$ cat src/rtl/one_counter_pkg.sv
// Shared types and width helpers for the sequential population counter.
// State encoding and the count-width rule used by the top, interface and chunk counter.
package one_counter_pkg;

    typedef enum logic [1:0] {
        IDLE  = 2'd0,
        COUNT = 2'd1,
        DONE  = 2'd2
    } state_t;

    function automatic int cnt_width(input int w);
        return $clog2(w + 1);
    endfunction

endpackage

$ cat src/rtl/one_counter_seq_if.sv
// Word-in / count-out handshake bundle for one_counter_seq.
// master = word source and count consumer, slave = the counter.
interface one_counter_seq_if
    import one_counter_pkg::*;
#(
    parameter int WIDTH = 16
);
    localparam int CNT_W = cnt_width(WIDTH);

    logic             in_valid;
    logic             in_ready;
    logic [WIDTH-1:0] in_data;
    logic             in_mode;
    logic             out_valid;
    logic             out_ready;
    logic [CNT_W-1:0] out_count;
    logic             busy;

    modport master (
        output in_valid, in_data, in_mode, out_ready,
        input  in_ready, out_valid, out_count, busy
    );

    modport slave (
        input  in_valid, in_data, in_mode, out_ready,
        output in_ready, out_valid, out_count, busy
    );

endinterface

$ cat src/rtl/one_counter_chunk.sv
// Combinational popcount of one CHUNK-bit slice.
// At CHUNK=3 this reproduces the original 3-bit one-counter.
module one_counter_chunk
    import one_counter_pkg::*;
#(
    parameter int CHUNK = 4
) (
    input  logic [CHUNK-1:0]              bits,
    output logic [cnt_width(CHUNK)-1:0]   count
);

    localparam int PC_W = cnt_width(CHUNK);

    always_comb begin
        count = '0;
        for (int i = 0; i < CHUNK; i++) begin
            count = count + PC_W'(bits[i]);
        end
    end

endmodule

$ cat src/rtl/one_counter_seq.sv
// Multi-cycle population counter: counts CHUNK bits of the latched word per clock.
//   state | meaning
//   IDLE  | in_ready=1, waiting for a word; out_count holds the previous result
//   COUNT | one chunk added to acc per clock, LSB chunk first
//   DONE  | out_valid=1, out_count=acc held until out_ready
module one_counter_seq
    import one_counter_pkg::*;
#(
    parameter int WIDTH = 16,
    parameter int CHUNK = 4
) (
    input  logic              clk,
    input  logic              rst,
    one_counter_seq_if.slave  bus
);

    localparam int NCHUNK = WIDTH / ((CHUNK > 0) ? CHUNK : 1);
    localparam int CNT_W  = cnt_width(WIDTH);
    localparam int PC_W   = cnt_width(CHUNK);
    localparam int IDX_W  = (NCHUNK > 1) ? $clog2(NCHUNK) : 1;

    if (CHUNK < 1 || CHUNK > WIDTH || (WIDTH % CHUNK) != 0 || $bits(bus.in_data) != WIDTH)
    begin : g_param_check
        $fatal(1, "one_counter_seq: illegal WIDTH/CHUNK combination");
    end

    state_t           state;
    state_t           state_nxt;
    logic [WIDTH-1:0] data_r;
    logic [WIDTH-1:0] data_shift;
    logic [CNT_W-1:0] acc;
    logic [IDX_W-1:0] idx;
    logic [PC_W-1:0]  chunk_cnt;
    logic             last_chunk;

    one_counter_chunk #(
        .CHUNK (CHUNK)
    ) u_chunk (
        .bits  (data_r[CHUNK-1:0]),
        .count (chunk_cnt)
    );

    // The word is shifted right so the chunk counter always sees the low slice.
    if (NCHUNK > 1) begin : g_shift
        assign data_shift = {{CHUNK{1'b0}}, data_r[WIDTH-1:CHUNK]};
    end else begin : g_noshift
        assign data_shift = data_r;
    end

    assign last_chunk    = (idx == IDX_W'(NCHUNK - 1));
    assign bus.out_count = acc;

    always_comb begin
        state_nxt     = state;
        bus.in_ready  = 1'b0;
        bus.out_valid = 1'b0;
        bus.busy      = 1'b1;
        case (state)
            IDLE: begin
                bus.in_ready = 1'b1;
                bus.busy     = 1'b0;
                if (bus.in_valid) state_nxt = COUNT;
            end
            COUNT: begin
                if (last_chunk) state_nxt = DONE;
            end
            DONE: begin
                bus.out_valid = 1'b1;
                if (bus.out_ready) state_nxt = IDLE;
            end
            default: state_nxt = IDLE;
        endcase
    end

    always_ff @(posedge clk) begin
        if (rst) begin
            state  <= IDLE;
            data_r <= '0;
            acc    <= '0;
            idx    <= '0;
        end else begin
            state <= state_nxt;
            case (state)
                IDLE: begin
                    if (bus.in_valid) begin
                        data_r <= bus.in_mode ? ~bus.in_data : bus.in_data;
                        acc    <= '0;
                        idx    <= '0;
                    end
                end
                COUNT: begin
                    acc    <= acc + CNT_W'(chunk_cnt);
                    idx    <= idx + IDX_W'(1);
                    data_r <= data_shift;
                end
                default: ;
            endcase
        end
    end

endmodule
$ cat src/flat_wrapper.sv
// flat-port wrapper written by rule: the top's interface ports become plain ports
module one_counter_seq_flat import one_counter_pkg::*;
#(
    parameter int WIDTH = 16,
    parameter int CHUNK = 4
)
  (clk, rst, bus_in_valid, bus_in_data, bus_in_mode, bus_out_ready, bus_in_ready, bus_out_valid, bus_out_count, bus_busy);
  one_counter_seq_if #(.WIDTH(WIDTH)) bus_i ();
  input  logic clk;
  input  logic rst;
  input wire logic [$bits(bus_i.in_valid)-1:0] bus_in_valid;
  input wire logic [$bits(bus_i.in_data)-1:0] bus_in_data;
  input wire logic [$bits(bus_i.in_mode)-1:0] bus_in_mode;
  input wire logic [$bits(bus_i.out_ready)-1:0] bus_out_ready;
  output wire logic [$bits(bus_i.in_ready)-1:0] bus_in_ready;
  output wire logic [$bits(bus_i.out_valid)-1:0] bus_out_valid;
  output wire logic [$bits(bus_i.out_count)-1:0] bus_out_count;
  output wire logic [$bits(bus_i.busy)-1:0] bus_busy;
  assign bus_i.in_valid = bus_in_valid;
  assign bus_i.in_data = bus_in_data;
  assign bus_i.in_mode = bus_in_mode;
  assign bus_i.out_ready = bus_out_ready;
  assign bus_in_ready = bus_i.in_ready;
  assign bus_out_valid = bus_i.out_valid;
  assign bus_out_count = bus_i.out_count;
  assign bus_busy = bus_i.busy;
  one_counter_seq #(.WIDTH(WIDTH), .CHUNK(CHUNK)) u_core (.clk(clk), .rst(rst), .bus(bus_i));
endmodule
$ cat config.mk
export PLATFORM = sky130hd
export DESIGN_NAME = one_counter_seq_flat
export DESIGN_NICKNAME = d
export VERILOG_FILES = /design/src/rtl/one_counter_pkg.sv /design/src/rtl/one_counter_seq_if.sv /design/src/rtl/one_counter_chunk.sv /design/src/rtl/one_counter_seq.sv /design/src/flat_wrapper.sv
export SDC_FILE = /design/constraint.sdc
export NUM_CORES = 1
export LEC_CHECK = 0
export BUFFER_PORTS_ARGS = -buffer_cell sky130_fd_sc_hd__buf_2
export CAP_MARGIN = 20
export CORE_ASPECT_RATIO = 1.2
export CORE_MARGIN = 4
export CORE_UTILIZATION = 32
export CTS_BUF_LIST = sky130_fd_sc_hd__clkbuf_8 sky130_fd_sc_hd__clkbuf_16
export DETAILED_ROUTE_END_ITERATION = 8
export PLACE_DENSITY_LB_ADDON = 0.3
export SYNTH_ARGS = -nofsm -noshare
export SYNTH_HDL_FRONTEND = slang
export SYNTH_HIERARCHICAL = 1
export SYNTH_SLANG_ARGS = --single-unit
$ cat constraint.sdc
create_clock -name clk -period 2.4 [get_ports clk]
set_input_delay 0.48 -clock clk [delete_from_list [all_inputs] [get_ports clk]]
set_output_delay 0.48 -clock clk [all_outputs]
set_load 0.02 [all_outputs]
Word-level counts from Yosys, hierarchy flattened
Cells that the tools add are included.
{"block": "word_totals", "reg_bits": 25, "in_bits": 21, "out_inout_bits": 8, "wordCells": 34}
{"block": "op_classes", "reduce_logical": 4, "n_addsub": 5, "n_bitwise": 1, "eq_ne": 6, "mux": 14}
{"cell": "16-bit two-way mux", "count": 2}
{"cell": "16-bit one-hot mux with 2 select lines", "count": 1}
{"cell": "16-bit NOT", "count": 1}
{"cell": "5-bit one-hot mux with 2 select lines", "count": 1}
{"cell": "2-bit two-way mux", "count": 4}
{"cell": "2-bit one-hot mux with 3 select lines", "count": 1}
{"cell": "5-bit by 3-bit adder with 5-bit output", "count": 1}
{"cell": "5-bit two-way mux", "count": 1}
{"cell": "2-bit equality test, second input constant", "count": 2}
{"cell": "2-bit inequality test, second input constant", "count": 2}
{"cell": "2-bit one-hot mux with 2 select lines", "count": 1}
{"cell": "2-bit by 1-bit adder with 3-bit output", "count": 1}
{"cell": "3-bit by 1-bit adder with 3-bit output", "count": 1}
{"cell": "1-bit two-way mux", "count": 3}
{"cell": "3-bit AND reduction", "count": 1}
{"cell": "1-bit by 1-bit adder with 2-bit output", "count": 1}
{"cell": "2-bit by 1-bit adder with 2-bit output, second input constant", "count": 1}
{"cell": "2-bit by 1-bit equality test with 1-bit output, second input constant", "count": 1}
{"cell": "2-bit logical NOT", "count": 1}
{"cell": "2-bit by 1-bit inequality test with 1-bit output, second input constant", "count": 1}
{"cell": "2-bit AND reduction", "count": 1}
{"cell": "2-bit nonzero test", "count": 1}

Logic depth before layout (Yosys ltp)
{"block": "depth", "ltp_word": 5, "depth_mapped": 10, "mapped_depth_nobuf": 10}

Modules after synthesis
The synthesis kept the hierarchy.
{"mod": "one_counter_seq", "instances": 1, "seq_area_each_um2": 500.5, "cells_each": 131, "area_each_um2": 1246.2}
{"mod": "one_counter_chunk", "instances": 1, "seq_area_each_um2": 0.0, "cells_each": 8, "area_each_um2": 63.8}

Worst setup path before layout
No wires, ideal clock.
{"block": "synth_timing", "path_type": "reg2reg", "start": "register u_core.data_r[0]", "end": "register u_core.acc[4] (netlist: u_core/bus.out_count[4])", "stages_incl_launch_ff": 11, "slack_ns": -0.015, "path_buffers": 0, "required_time_ns": 2.279, "arrival_ns": 2.294, "cell_sequence": "dfxtp_1 -> inv_1 -> fa_1 -> inv_1 -> ha_1 -> ha_1 -> inv_1 -> fa_1 -> nor2b_1 -> o211ai_1 -> mux2_2"}
{"block": "synth_between", "elab_chain_cells": 5}
{"element": "start, declared", "line_no": "one_counter_seq.sv:29", "source": "logic [WIDTH-1:0] data_r;"}
{"element": "start signal, assigned", "line_no": "one_counter_seq.sv:86", "source": "data_r <= bus.in_mode ? ~bus.in_data : bus.in_data;"}
{"element": "start signal, assigned", "line_no": "one_counter_seq.sv:94", "source": "data_r <= data_shift;"}
{"element": "1-bit by 1-bit adder with 2-bit output", "line_no": "one_counter_chunk.sv:17", "source": "count = count + PC_W'(bits[i]);"}
{"element": "2-bit by 1-bit adder with 3-bit output", "line_no": "one_counter_chunk.sv:17"}
{"element": "3-bit by 1-bit adder with 3-bit output", "line_no": "one_counter_chunk.sv:17"}
{"element": "net u_core.chunk_cnt[1]", "line_no": "one_counter_seq.sv:33", "source": "logic [PC_W-1:0] chunk_cnt;"}
{"element": "5-bit by 3-bit adder with 5-bit output", "line_no": "one_counter_seq.sv:92", "source": "acc <= acc + CNT_W'(chunk_cnt);"}
{"element": "5-bit one-hot mux with 2 select lines", "line_no": "one_counter_seq.sv:83", "source": "case (state)"}
{"element": "end signal, assigned", "line_no": "one_counter_seq.sv:92"}
{"element": "end, declared", "line_no": "one_counter_seq.sv:31", "source": "logic [CNT_W-1:0] acc;"}
The timed path passes the listed nets, and every way through them passes these cells.
A chain may end at the register's enable or synchronous reset.

Final worst setup path
{"block": "layout_timing", "start": "register u_core.data_r[3]", "end": "register u_core.acc[4] (netlist: u_core/bus.out_count[4])"}
{"block": "layout_between", "elab_chain_cells": 3}
{"element": "3-bit by 1-bit adder with 3-bit output", "line_no": "one_counter_chunk.sv:17"}
{"element": "net u_core.chunk_cnt[0]", "line_no": "one_counter_seq.sv:33"}
{"element": "5-bit by 3-bit adder with 5-bit output", "line_no": "one_counter_seq.sv:92"}
{"element": "5-bit one-hot mux with 2 select lines", "line_no": "one_counter_seq.sv:83"}
The timed path passes the listed nets, and every way through them passes these cells.

==> results.yml <==
outcome:
  status: "finished, final reports clean"
placement:
  routabilityCongestion: 0.781
  dp_hpwl_um: 2060
  dp.cells: 215
  dpl_worst_slack_ns: -0.0586
  port_buffers: 28
drt:
  wl_per_cell_um: 13.1
  drtAntennaViolNets: 0
  drtIter0Drc: 54
  drt_first_pass_iters: 4
  wl_um: 2860
  vias: 1076
  drc: 0
  via_per_inst: 4.91
clocking:
  cts_buffers: 3
  clk_pin_slew_worst_paths_ns: 0.08
  cts-htree-levels: 1
  cts_sinks: 25
  root_buffer: "clkbuf_8"
  cts_tree: "yes"
  cts_setup_buffers: 0
  clockBufferDepth: 2
  clk_latency_ns: 0.26
synthesis:
  synth_cells: 139
  ys_ff_latch: 25
  syn-num-nets: 168
  ys_warn_count: 6
  synth_top_area_share: 0.382
  synthArstFlopShare: 0
  synth.top_cells.by_count: "nor2_1 (29), dfxtp_1 (25), inv_1 (11), a22oi_1 (10), xor2_1 (10)"
  synth_cell_types: 30
  synth_edf_count: 0
  synth_seq_area_share: 0.382
  avgSynthCellArea_um2: 9.42
  ys.flop_type: "dfxtp_1"
  synth_top_area_cell: "dfxtp_1"
  yosys-top-cells-area: "dfxtp_1 (38%), nor2_1 (8.3%), xor2_1 (6.7%), a22oi_1 (5.7%), ha_1 (5.7%)"
  yosysMostFrequentCell: "nor2_1"
  syn-cell-area_um2: 1310
worst_hold_path:
  min_path_type: "flop to flop"
  hold_start: "u_core/data_r[4]$_SDFFE_PP0P_"
final_layout:
  fillers: 434
  fin_nets: 195
  stdcell_count: 219
  area_delta_synth_final_pct: 22.5
  antenna_cells: 0
  drive_gt1_frac: 0.327
die:
  die_area_um2: 5190
  ioPinCount: 29
  rows: 25
  die_h_um: 78.1
  coreArea_um2: 3940
  start_util: 0.332
  die_w_um: 66.4
critical_path:
  r2r-start: "u_core/data_r[3]$_SDFFE_PP0P_"
  start_kind: "flop"
  critical_path_buf_inv_count: 3
  cpPeakStageDelay_ns: 0.54
  cp-end-kind: "flop"
  critPathKind: "flop to flop"
  path_cells: "inv_2 > fa_1 > inv_2 > ha_4 > ha_4 > inv_1 > fa_2 > nor2b_1 > o211ai_1 > mux2_2"
  cp_top_family: "adder cells"
  required_ns: 2.55
  critical_path.startpoint: "u_core/data_r[3]$_SDFFE_PP0P_"
  cp_data_arrival_time_ns: 2.53
  cp_max_fo: 2
  crit_slowest_cell: "fa_1"
grt:
  grt_pass1_wl_um: 4840
  grt_max_degree: 29
  grt_remaining_overflow: 0
  grt_antenna_before_repair: 0
  grt_usage: 0.119
  grt_pass1_vias: 1073
power:
  finalPower_uw: 939
  power.internal_uw: 670
  peakVddDrop_mv: 0.196
  p_switching_uw: 269
  p_per_area_nw_per_um2: 585
  sequentialPowerShare: 0.497
  p_sw_frac: 0.286
  clkPwrFrac: 0.255
  p_comb_frac: 0.248
  p_leak_uw: 0.000662
sta:
  period_minus_slack_ns: 2.38
  tightestPinTransition_ns: 0.700
  final_hold_viol_count: 0
  setup_viol: 0
  finClkSkew_ns: 0.00295
  max-slew-margin-rel: 0.533
  fmax_ghz: 0.421
  slew_viol_final: 0
  timing.final.crit_share: 0.991
  setup_slack_ns: 0.0221
  hold-worst-slack_ns: 0.501
  timing.setup.tns_ns: 0
  rsz0062_at_grt: "yes"
run:
  cap_violations: 0
worst reg2reg max path, cell delays in order (launching register included):
cell	delay, ns
dfxtp_2	0.34
inv_2	0.04
fa_1	0.54
inv_2	0.05
ha_4	0.27
ha_4	0.13
inv_1	0.05
fa_2	0.35
nor2b_1	0.12
o211ai_1	0.10
mux2_2	0.29
final timing paths:
check | to | slack (ns) | cells after the start
worst max-delay path | u_core/bus.out_count[4]$_SDFFE_PP0P_ | 0.02 | 10
worst min-delay path | u_core/data_r[0]$_SDFFE_PP0P_ | 0.50 | 2
worst max register to register | u_core/bus.out_count[4]$_SDFFE_PP0P_ | 0.02 | 10
worst min register to register | u_core/data_r[0]$_SDFFE_PP0P_ | 0.50 | 2
metal layers:
layer	track usage	wire length (um)	vias up
met4	0.0488	36	0
met1	0.147	1230	516
met5	0	0	-
li1	-	-	535
met2	0.203	1480	23
met3	0.0186	112	2
flip-flops by register name, summed over array words and instances, names as in the netlist:
register and count:
u_core/state 2, u_core/idx 2, u_core/data_r 16, u_core/bus.out_count 5
area by class of cell:
class / count / area [um^2] / share of cell area
Multi-Input combinational cell: 94 / 785 / 0.489
Sequential cell: 25 / 504 / 0.314
Timing Repair Buffer: 31 / 163 / 0.101
Tap cell: 54 / 67.6 / 0.0421
Clock buffer: 3 / 41.3 / 0.0257
Inverter: 11 / 41.3 / 0.0257
Clock inverter: 1 / 3.75 / 0.00234
cell families after synthesis:
kind of cell               Yosys count  share of synthesized area
and+or+nand+nor                     38                      0.140
AOI/OAI and AO/OA                   28                      0.178
DFF                                 25                      0.382
buffers and inverters               20                     0.0735
xor gates and xnor gates            17                      0.114
adders and majority gates            8                     0.0879
muxes                                3                     0.0248
power by group through the flow:
stage | Clock (uW) | Sequential, uW | Combinational (uW)
detailed placement | 0 | 472 | 199
finish | 239 | 467 | 233
floorplan | 0 | 469 | 145
global route | 270 | 471 | 261
global placement | 0 | 471 | 191
CTS | 248 | 465 | 226
metrics by stage:
step / cell area (um^2) / utilization
3_5_place_dp: 1490 / 0.377
3_3_place_gp: 1490 / 0.377
2_1_floorplan: 1310 / -
5_1_grt: 1610 / 0.407
6_report: 1610 / 0.407
4_1_cts: 1590 / 0.402
layout by cell type (no fill, tap or decap):
master / n
a21oi_1: 1
nand2b_2: 1
nand2b_1: 1
inv_1: 9
buf_2: 28
dfxtp_1: 22
ha_4: 5
a2111oi_0: 4
o21bai_2: 1
dfxtp_2: 3
fa_2: 1
a222oi_1: 6
a2bb2oi_2: 1
fa_1: 1
clkbuf_8: 3
ha_1: 1
inv_2: 3
a22oi_1: 10
xor2_1: 10
xnor2_1: 7
nor3b_1: 2
mux2_2: 2
o21ba_2: 1
nor3b_4: 1
o211ai_1: 1
nor2_1: 29
nor2b_1: 2
buf_4: 3
a211oi_1: 1
mux2i_1: 1
o22ai_1: 2
nor3_1: 1
nor2b_2: 1
repair_timing:
action | CTS | global route
resized for setup | 10 | 4
hold endpoints to repair | 0 | 0
hold buffers | 0 | 0
setup endpoints to repair | 3 | 4
pin swaps | 7 | 4
Note: power is estimated with default switching activity, not from simulation.
